===== src/rtl/ps2_rx_pkg.sv =====
// ps2_rx_pkg -- shared definitions for the multi-channel PS/2 receiver.
//   * receive FSM state encoding
//   * STATUS register bit positions
//   * CTRL register bit positions
//   * register address decode values
//   * odd-parity helper
// Optional feature macro used by the design: PS2_RX_TIMEOUT_EN.
package ps2_rx_pkg;

  // The state names the bit the next sampled edge delivers:
  //   IDLE -> start bit, START -> data bit 0, DATA -> data bits 1..7,
  //   PARITY -> parity bit, STOP -> stop bit.
  typedef enum logic [2:0] {
    ST_IDLE   = 3'd0,
    ST_START  = 3'd1,
    ST_DATA   = 3'd2,
    ST_PARITY = 3'd3,
    ST_STOP   = 3'd4
  } ps2_state_t;

  // STATUS bit positions
  localparam int STAT_NE   = 0;
  localparam int STAT_OVF  = 1;
  localparam int STAT_PERR = 2;
  localparam int STAT_FERR = 3;
  localparam int STAT_TO   = 4;
  localparam int STAT_EN   = 7;

  // CTRL bit positions
  localparam int CTRL_FLUSH = 0;
  localparam int CTRL_EN    = 7;

  // Register addresses
  localparam logic ADDR_DATA   = 1'b0;
  localparam logic ADDR_STATUS = 1'b1;
  localparam logic ADDR_CTRL   = 1'b1;

  // True when data plus parity bit hold an odd number of ones.
  function automatic logic odd_parity_ok(input logic [7:0] data, input logic par);
    return ^{data, par};
  endfunction

endpackage


===== src/rtl/ps2_rx_multi_chan.sv =====
// ps2_rx_chan -- one PS/2 receive channel.
// Synchronises and filters the PS/2 clock, decodes 11-bit frames, queues good
// bytes in a DEPTH-entry FIFO and keeps the sticky status flags.
// Ports:
//   clk, reset        system clock, synchronous active-high reset
//   i_ps2_clk/i_ps2_dat raw asynchronous PS/2 lines
//   i_pop             pop the FIFO head (ignored when empty)
//   i_ctrl_we         CTRL write strobe, i_ctrl_flush / i_ctrl_en its bits
//   o_head            current FIFO head (0x00 when empty)
//   o_status          STATUS register image
//   o_irq             FIFO not empty and channel enabled
// Optional: PS2_RX_TIMEOUT_EN adds an idle-frame timeout (STATUS.TO).
module ps2_rx_chan
  import ps2_rx_pkg::*;
#(
  parameter int DEPTH       = 16,
  parameter int FILT        = 8,
  parameter int TIMEOUT_CYC = 200000
) (
  input  logic       clk,
  input  logic       reset,
  input  logic       i_ps2_clk,
  input  logic       i_ps2_dat,
  input  logic       i_pop,
  input  logic       i_ctrl_we,
  input  logic       i_ctrl_flush,
  input  logic       i_ctrl_en,
  output logic [7:0] o_head,
  output logic [7:0] o_status,
  output logic       o_irq
);

  localparam int AW = (DEPTH > 1) ? $clog2(DEPTH) : 1;
  localparam int CW = $clog2(DEPTH + 1);
  localparam int FW = (FILT > 1) ? $clog2(FILT) : 1;

  // ---------------- synchronisers (idle line is high) ----------------
  logic r_clk_s1, r_clk_s2, r_dat_s1, r_dat_s2;

  always_ff @(posedge clk) begin
    if (reset) begin
      r_clk_s1 <= 1'b1;
      r_clk_s2 <= 1'b1;
      r_dat_s1 <= 1'b1;
      r_dat_s2 <= 1'b1;
    end else begin
      r_clk_s1 <= i_ps2_clk;
      r_clk_s2 <= r_clk_s1;
      r_dat_s1 <= i_ps2_dat;
      r_dat_s2 <= r_dat_s1;
    end
  end

  // ---------------- clock stability filter ----------------
  // A new level is accepted only after it differs from the filtered level for
  // FILT consecutive cycles; any return to the old level restarts the count.
  logic          r_clk_filt;
  logic [FW-1:0] r_filt_cnt;
  logic          w_filt_hit;
  logic          w_fall;

  assign w_filt_hit = (r_clk_s2 != r_clk_filt) && (r_filt_cnt == FW'(FILT - 1));
  assign w_fall     = w_filt_hit && r_clk_filt;

  always_ff @(posedge clk) begin
    if (reset) begin
      r_clk_filt <= 1'b1;
      r_filt_cnt <= '0;
    end else if (r_clk_s2 == r_clk_filt) begin
      r_filt_cnt <= '0;
    end else if (w_filt_hit) begin
      r_clk_filt <= r_clk_s2;
      r_filt_cnt <= '0;
    end else begin
      r_filt_cnt <= r_filt_cnt + FW'(1);
    end
  end

  // ---------------- control / flags ----------------
  logic r_en, r_ovf, r_perr, r_ferr;
  logic w_flush, w_edge, w_timeout, w_to_flag;

  assign w_flush = i_ctrl_we && i_ctrl_flush;
  assign w_edge  = w_fall && r_en;

  // ---------------- receive FSM ----------------
  ps2_state_t r_state, w_state_next;
  logic [7:0] r_shift, w_shift_next;
  logic [2:0] r_bitcnt, w_bitcnt_next;
  logic       r_bad_par, w_bad_par_next;
  logic       w_set_ferr, w_set_perr, w_push_req;

  always_ff @(posedge clk) begin
    if (reset) begin
      r_state   <= ST_IDLE;
      r_shift   <= 8'h00;
      r_bitcnt  <= 3'd0;
      r_bad_par <= 1'b0;
    end else begin
      r_state   <= w_state_next;
      r_shift   <= w_shift_next;
      r_bitcnt  <= w_bitcnt_next;
      r_bad_par <= w_bad_par_next;
    end
  end

  always_comb begin
    w_state_next   = r_state;
    w_shift_next   = r_shift;
    w_bitcnt_next  = r_bitcnt;
    w_bad_par_next = r_bad_par;
    w_set_ferr     = 1'b0;
    w_set_perr     = 1'b0;
    w_push_req     = 1'b0;
    if (w_edge) begin
      case (r_state)
        ST_IDLE: begin
          if (r_dat_s2) w_set_ferr = 1'b1;
          else          w_state_next = ST_START;
        end
        ST_START: begin
          w_shift_next  = {r_dat_s2, r_shift[7:1]};
          w_bitcnt_next = 3'd1;
          w_state_next  = ST_DATA;
        end
        ST_DATA: begin
          w_shift_next  = {r_dat_s2, r_shift[7:1]};
          w_bitcnt_next = r_bitcnt + 3'd1;
          if (r_bitcnt == 3'd7) w_state_next = ST_PARITY;
        end
        ST_PARITY: begin
          // Keep receiving after a bad parity so the stop bit is not
          // mistaken for the start of a new frame.
          w_bad_par_next = !odd_parity_ok(r_shift, r_dat_s2);
          w_set_perr     = w_bad_par_next;
          w_state_next   = ST_STOP;
        end
        ST_STOP: begin
          if (!r_dat_s2)      w_set_ferr = 1'b1;
          else if (!r_bad_par) w_push_req = 1'b1;
          w_state_next = ST_IDLE;
        end
        default: w_state_next = ST_IDLE;
      endcase
    end
    // Flush, disable and timeout all abandon any partial frame.
    if (w_flush || !r_en || w_timeout) begin
      w_state_next  = ST_IDLE;
      w_bitcnt_next = 3'd0;
      w_push_req    = 1'b0;
    end
  end

  // ---------------- optional frame timeout ----------------
`ifdef PS2_RX_TIMEOUT_EN
  localparam int TW = $clog2(TIMEOUT_CYC + 1);
  logic [TW-1:0] r_to_cnt;
  logic          r_to;

  assign w_timeout = (r_state != ST_IDLE) && (r_to_cnt == TW'(TIMEOUT_CYC - 1));
  assign w_to_flag = r_to;

  always_ff @(posedge clk) begin
    if (reset) begin
      r_to_cnt <= '0;
      r_to     <= 1'b0;
    end else begin
      if (r_state == ST_IDLE || w_edge || w_timeout) r_to_cnt <= '0;
      else                                           r_to_cnt <= r_to_cnt + TW'(1);
      if (w_flush)        r_to <= 1'b0;
      else if (w_timeout) r_to <= 1'b1;
    end
  end
`else
  localparam int to_cyc_unused = TIMEOUT_CYC;
  assign w_timeout = 1'b0;
  assign w_to_flag = 1'b0;
`endif

  // ---------------- push stage ----------------
  // The byte is handed to the FIFO one cycle after the stop-bit sample.
  logic       r_push;
  logic [7:0] r_push_data;

  always_ff @(posedge clk) begin
    if (reset) begin
      r_push      <= 1'b0;
      r_push_data <= 8'h00;
    end else begin
      r_push <= w_push_req;
      if (w_push_req) r_push_data <= r_shift;
    end
  end

  // ---------------- FIFO ----------------
  logic [7:0]    r_mem [DEPTH];
  logic [AW-1:0] r_wptr, r_rptr;
  logic [CW-1:0] r_count;
  logic          w_full, w_ne, w_pop_ok, w_push_ok, w_ovf;

  assign w_ne      = (r_count != '0);
  assign w_full    = (r_count == CW'(DEPTH));
  assign w_pop_ok  = i_pop && w_ne;
  // A full FIFO still takes the byte when a pop frees a slot the same cycle.
  assign w_push_ok = r_push && (!w_full || w_pop_ok);
  assign w_ovf     = r_push && w_full && !w_pop_ok;

  always_ff @(posedge clk) begin
    if (w_push_ok && !w_flush) r_mem[r_wptr] <= r_push_data;
  end

  always_ff @(posedge clk) begin
    if (reset || w_flush) begin
      r_wptr  <= '0;
      r_rptr  <= '0;
      r_count <= '0;
    end else begin
      if (w_push_ok) r_wptr <= r_wptr + AW'(1);
      if (w_pop_ok)  r_rptr <= r_rptr + AW'(1);
      case ({w_push_ok, w_pop_ok})
        2'b10:   r_count <= r_count + CW'(1);
        2'b01:   r_count <= r_count - CW'(1);
        default: r_count <= r_count;
      endcase
    end
  end

  always_ff @(posedge clk) begin
    if (reset) begin
      r_en   <= 1'b1;
      r_ovf  <= 1'b0;
      r_perr <= 1'b0;
      r_ferr <= 1'b0;
    end else begin
      if (i_ctrl_we) r_en <= i_ctrl_en;
      if (w_flush) begin
        r_ovf  <= 1'b0;
        r_perr <= 1'b0;
        r_ferr <= 1'b0;
      end else begin
        if (w_ovf)      r_ovf  <= 1'b1;
        if (w_set_perr) r_perr <= 1'b1;
        if (w_set_ferr) r_ferr <= 1'b1;
      end
    end
  end

  // ---------------- outputs ----------------
  assign o_head = w_ne ? r_mem[r_rptr] : 8'h00;
  assign o_irq  = w_ne && r_en;

  always_comb begin
    o_status            = 8'h00;
    o_status[STAT_NE]   = w_ne;
    o_status[STAT_OVF]  = r_ovf;
    o_status[STAT_PERR] = r_perr;
    o_status[STAT_FERR] = r_ferr;
    o_status[STAT_TO]   = w_to_flag;
    o_status[STAT_EN]   = r_en;
  end

endmodule


===== src/rtl/ps2_rx_multi.sv =====
// ps2_rx_multi -- NCH independent PS/2 receivers behind a small register bus.
// Ports:
//   clk, reset        100 MHz system clock, synchronous active-high reset
//   ps2_clk, ps2_dat  raw PS/2 lines, one bit per channel
//   sel, wr, ch, addr single-cycle bus access (addr 0 DATA, 1 STATUS/CTRL)
//   wdata             write data (CTRL: bit0 flush, bit7 enable)
//   rdata             registered read data, valid the cycle after sel
//   irq               per-channel level interrupt
// Optional: PS2_RX_TIMEOUT_EN enables the per-channel frame timeout.
module ps2_rx_multi
  import ps2_rx_pkg::*;
#(
  parameter int NCH         = 2,
  parameter int DEPTH       = 16,
  parameter int FILT        = 8,
  parameter int TIMEOUT_CYC = 200000
) (
  input  logic           clk,
  input  logic           reset,
  input  logic [NCH-1:0] ps2_clk,
  input  logic [NCH-1:0] ps2_dat,
  input  logic           sel,
  input  logic           wr,
  input  logic [1:0]     ch,
  input  logic           addr,
  input  logic [7:0]     wdata,
  output logic [7:0]     rdata,
  output logic [NCH-1:0] irq
);

  logic [7:0] w_head   [NCH];
  logic [7:0] w_status [NCH];
  logic [7:0] w_rdata_next;
  logic       w_unused_wdata;

  assign w_unused_wdata = ^wdata[6:1];

  for (genvar gi = 0; gi < NCH; gi++) begin : g_chan
    logic w_hit;
    assign w_hit = sel && (ch == 2'(gi));

    ps2_rx_chan #(
      .DEPTH       (DEPTH),
      .FILT        (FILT),
      .TIMEOUT_CYC (TIMEOUT_CYC)
    ) u_chan (
      .clk          (clk),
      .reset        (reset),
      .i_ps2_clk    (ps2_clk[gi]),
      .i_ps2_dat    (ps2_dat[gi]),
      .i_pop        (w_hit && !wr && (addr == ADDR_DATA)),
      .i_ctrl_we    (w_hit && wr && (addr == ADDR_CTRL)),
      .i_ctrl_flush (wdata[CTRL_FLUSH]),
      .i_ctrl_en    (wdata[CTRL_EN]),
      .o_head       (w_head[gi]),
      .o_status     (w_status[gi]),
      .o_irq        (irq[gi])
    );
  end

  // Channels that do not exist fall through to 0x00.
  always_comb begin
    w_rdata_next = 8'h00;
    for (int i = 0; i < NCH; i++) begin
      if (ch == 2'(i)) w_rdata_next = (addr == ADDR_STATUS) ? w_status[i] : w_head[i];
    end
  end

  always_ff @(posedge clk) begin
    if (reset)            rdata <= 8'h00;
    else if (sel && !wr)  rdata <= w_rdata_next;
  end

endmodule


===== config.mk =====
export PLATFORM = sky130hd
export DESIGN_NAME = ps2_rx_multi
export DESIGN_NICKNAME = d
export VERILOG_FILES = /design/src/rtl/ps2_rx_pkg.sv /design/src/rtl/ps2_rx_multi_chan.sv /design/src/rtl/ps2_rx_multi.sv
export SDC_FILE = /design/constraint.sdc
export NUM_CORES = 1
export LEC_CHECK = 0
export CORE_UTILIZATION = 45
export CTS_CLUSTER_DIAMETER = 30
export CTS_CLUSTER_SIZE = 14
export DETAILED_ROUTE_END_ITERATION = 16
export PLACE_DENSITY = 0.73
export SYNTH_ARGS = -nofsm -noshare
export SYNTH_HDL_FRONTEND = slang
export SYNTH_SLANG_ARGS = --single-unit

===== constraint.sdc =====
create_clock -name clk -period 10.5 [get_ports clk]
set_input_delay 3.15 -clock clk [delete_from_list [all_inputs] [get_ports clk]]
set_output_delay 3.15 -clock clk [all_outputs]
set_load 0.1 [all_outputs]

==> run metrics <==
status=complete, no violations; Layout area overhead=19.3%; CTS buffer count=67; RSZ-0062 raised after global routing=no; top cell type's share of synthesized area=51.0%; crit path launch type=primary input; Arr. time, crit path=roughly 6.9 ns; grt ovf=0; sequential area share after synthesis=66.2%; DRT antenna net count=0; fillers=2531; placed insts=1431; share of synthesized registers carrying an async set or reset=0%; initial cell density of the core=46.1%; # rows=66; Netlist cell types=67; pwr dens=206 nW/um2; via count=8630; Top Ports=29; Clock Skew=~0.02 ns; post-route setup TNS=0 ns; Clock Pin Slew Worst Setup and Hold Paths=0.05 ns; Initial DRC Count=slightly above 900; Final period util=roughly three fifths; Die ar.=about 34000 um2; YS warnings=0; Die Wd=185 um; Syn Nets=~1100; H-tree depth=3; Synth Register Bits=370; TritonCTS clock tree=done; shortest period the worst path allows=6.39 ns; syn_area_per_cell=15.0 um2; initial antenna violation count=0; Most used DFF post-synth=edfxtp_1; maximum vdd drop=0.123 mV; routed len/inst=roughly 21 um; Slew Limit Fails=0; Net count, final=1103; pin count of the biggest net entering global routing=54; worst hold slack=~0.40 ns; WP data required=10.96 ns; Final Hold Fails=0; post-route DRC violation count=0; worst-margin pin slew=1.22 ns; max-cap violation count=0; Leakage=between 6 and 7 nW; buffers plus inverters on the worst setup path=2; Post-Syn Area=about 15000 um2; Post-Route WL=32.6 mm; 1st-pass router iterations=6; clk sinks=370; port bufs=22; vias in the first global route=slightly below 9000; crit path cell chain=clkdlybuf4s50_1, or3b_1, o211ai_2, and2_1, inv_2, ha_1, xor2_1, ha_1, o21a_1, o221a_1, o21ai_1, or3b_1, mux2i_1; dominant cell type by area after synthesis=edfxtp_1; synth top area cells=edfxtp_1 (51%), dfxtp_1 (15%), mux4_2 (9.6%), mux2i_1 (3.6%), nor2_1 (2.7%); Slowest cell on crit path=clkdlybuf4s50_1; clk root buf=clkbuf_16; Reg area=9970 um2; CTS resizes=0; Clock Latency Late Sink=0.58 ns; gr usage total=20.0%; Final Non-Filler Cells=1555; layout cell share with drive strength beyond 1=19.5%; top cell family by delay on the critical path=simple AND/OR/NAND/NOR gates; Post-CTS Setup Bufs=0; # setup viols final=0; Max Freq=157 MHz; Slew HR=18.6%; via/cell ratio=5.55; CTS hold repair buffers=0; ant diodes=0; critical path fanouts, max=14; clk buf depth=3; crit end category=flip-flop; slowest stage delay, CP=approximately 0.7 ns; wire length of the first global-routing pass=50.6 mm; GP Congestion=slightly above 0.8; Placeable Area=between 30000 and 40000 um2; Post-synth EDFFs=256; Hold Path Class=flip-flop to flip-flop; detailed placer's ending HPWL=19.0 mm; chip height=185 um; Worst Setup Path Type=primary input to flip-flop; Mapped Cells=~1000; Multi-input gate area=4820 um2
[cell usage after synthesis (13+ instances only)]
| cell | n |
|---|---|
| nor2_1 | 108 |
| xor2_1 | 17 |
| nor3_1 | 19 |
| inv_1 | 14 |
| buf_2 | 13 |
| xnor2_1 | 20 |
| nand2_1 | 47 |
| clkbuf_1 | 28 |
| a21oi_1 | 42 |
| ha_1 | 26 |
| edfxtp_1 | 256 |
| mux4_2 | 64 |
| nand3_1 | 21 |
| dfxtp_1 | 114 |
| mux2i_1 | 54 |
[per-layer routing]
metal  GRT usage (%)  part of all wire, %  up-vias
met5               0                    0        -
met3            3.97                  7.2       55
met2            31.0                   47      340
li1                -                    -     3943
met4            9.39                  2.8        0
met1            27.2                   43     4292
[stage by stage]
stage	area [um2]	util, %	setup WS (ns)	power [mW]
5_1_grt	18000	55.0	3.87	3.80
2_1_floorplan	15100	-	4.51	1.60
4_1_cts	18000	55.0	4.15	3.73
3_3_place_gp	15700	48.1	3.61	1.61
6_report	18000	55.0	4.11	3.70
3_5_place_dp	15700	48.1	3.57	1.61
[power by group]
part	internal (mW)	total [mW]	switching, mW
Clock	1.36	2.12	0.762
Combinational	0.0103	0.0342	0.0240
Sequential	1.55	1.55	0.00202
[registers in the layout (all words and copies together) (netlist names), 6 cells and up, named ones only]
signal                     flops
g_chan.u_chan.r_bitcnt         6
g_chan.u_chan.r_count         10
g_chan.u_chan.r_filt_cnt       6
g_chan.u_chan.r_mem          256
g_chan.u_chan.r_push_data     16
g_chan.u_chan.r_rptr           8
g_chan.u_chan.r_shift         16
g_chan.u_chan.r_state          6
g_chan.u_chan.r_wptr           8
rdata                          8
[worst paths after layout]
check                               from                           to  slack (ns)  cells after the start
max reg2reg  g_chan[0].u_chan.r_count[1]  g_chan[0].u_chan.r_count[4]        7.24                     12
min            g_chan[0].u_chan.r_clk_s1    g_chan[0].u_chan.r_clk_s2        0.40                      1
max                                 addr  g_chan[0].u_chan.r_count[4]        4.11                     13
min reg2reg    g_chan[0].u_chan.r_clk_s1    g_chan[0].u_chan.r_clk_s2        0.40                      1
[cells by family after synthesis]
kind of cell               Yosys count  synth area share [%]
DFF                                370                  66.2
buffers and inverters               67                  1.95
adders and majority gates           26                  2.16
and+or+nand+nor                    270                  8.79
xor gates and xnor gates            39                  2.45
muxes                              126                  13.7
AOI/OAI and AO/OA                  107                  4.74
[layout by cell type (no fill, tap or decap), types with 5 or more instances in the layout]
cell / netlist / layout
a21oi_1: 42 / 42
a22oi_1: 5 / 5
and2_1: 6 / 6
buf_4: 7 / 14
bufinv_16: 0 / 5
clkbuf_1: 28 / 11
clkbuf_16: 0 / 68
clkdlybuf4s50_1: 0 / 21
clkinv_2: 0 / 7
clkinv_4: 0 / 6
clkinvlp_4: 0 / 10
dfxtp_1: 114 / 113
edfxtp_1: 256 / 256
ha_1: 26 / 26
inv_1: 14 / 14
inv_6: 0 / 5
mux2_2: 8 / 8
mux2i_1: 54 / 54
mux4_2: 64 / 64
nand2_1: 47 / 47
nand2b_1: 7 / 7
nand3_1: 21 / 21
nor2_1: 108 / 108
nor2b_1: 11 / 11
nor3_1: 19 / 17
nor4_1: 9 / 9
o211ai_1: 5 / 5
o21ai_0: 10 / 10
o21ai_1: 6 / 6
or2_2: 9 / 9
or3b_1: 6 / 6
xnor2_1: 20 / 20
xor2_1: 17 / 17
[cell type report]
type                    instances  area share [%]
inverters                      15           0.313
clock inverters                42            2.64
multi-input cells             568            26.8
repair buffers                 36            1.78
well taps                     442            3.08
flip-flops and latches        370            55.5
clock buffers                  82            9.93
Note: power is estimated with default switching activity, not from simulation.
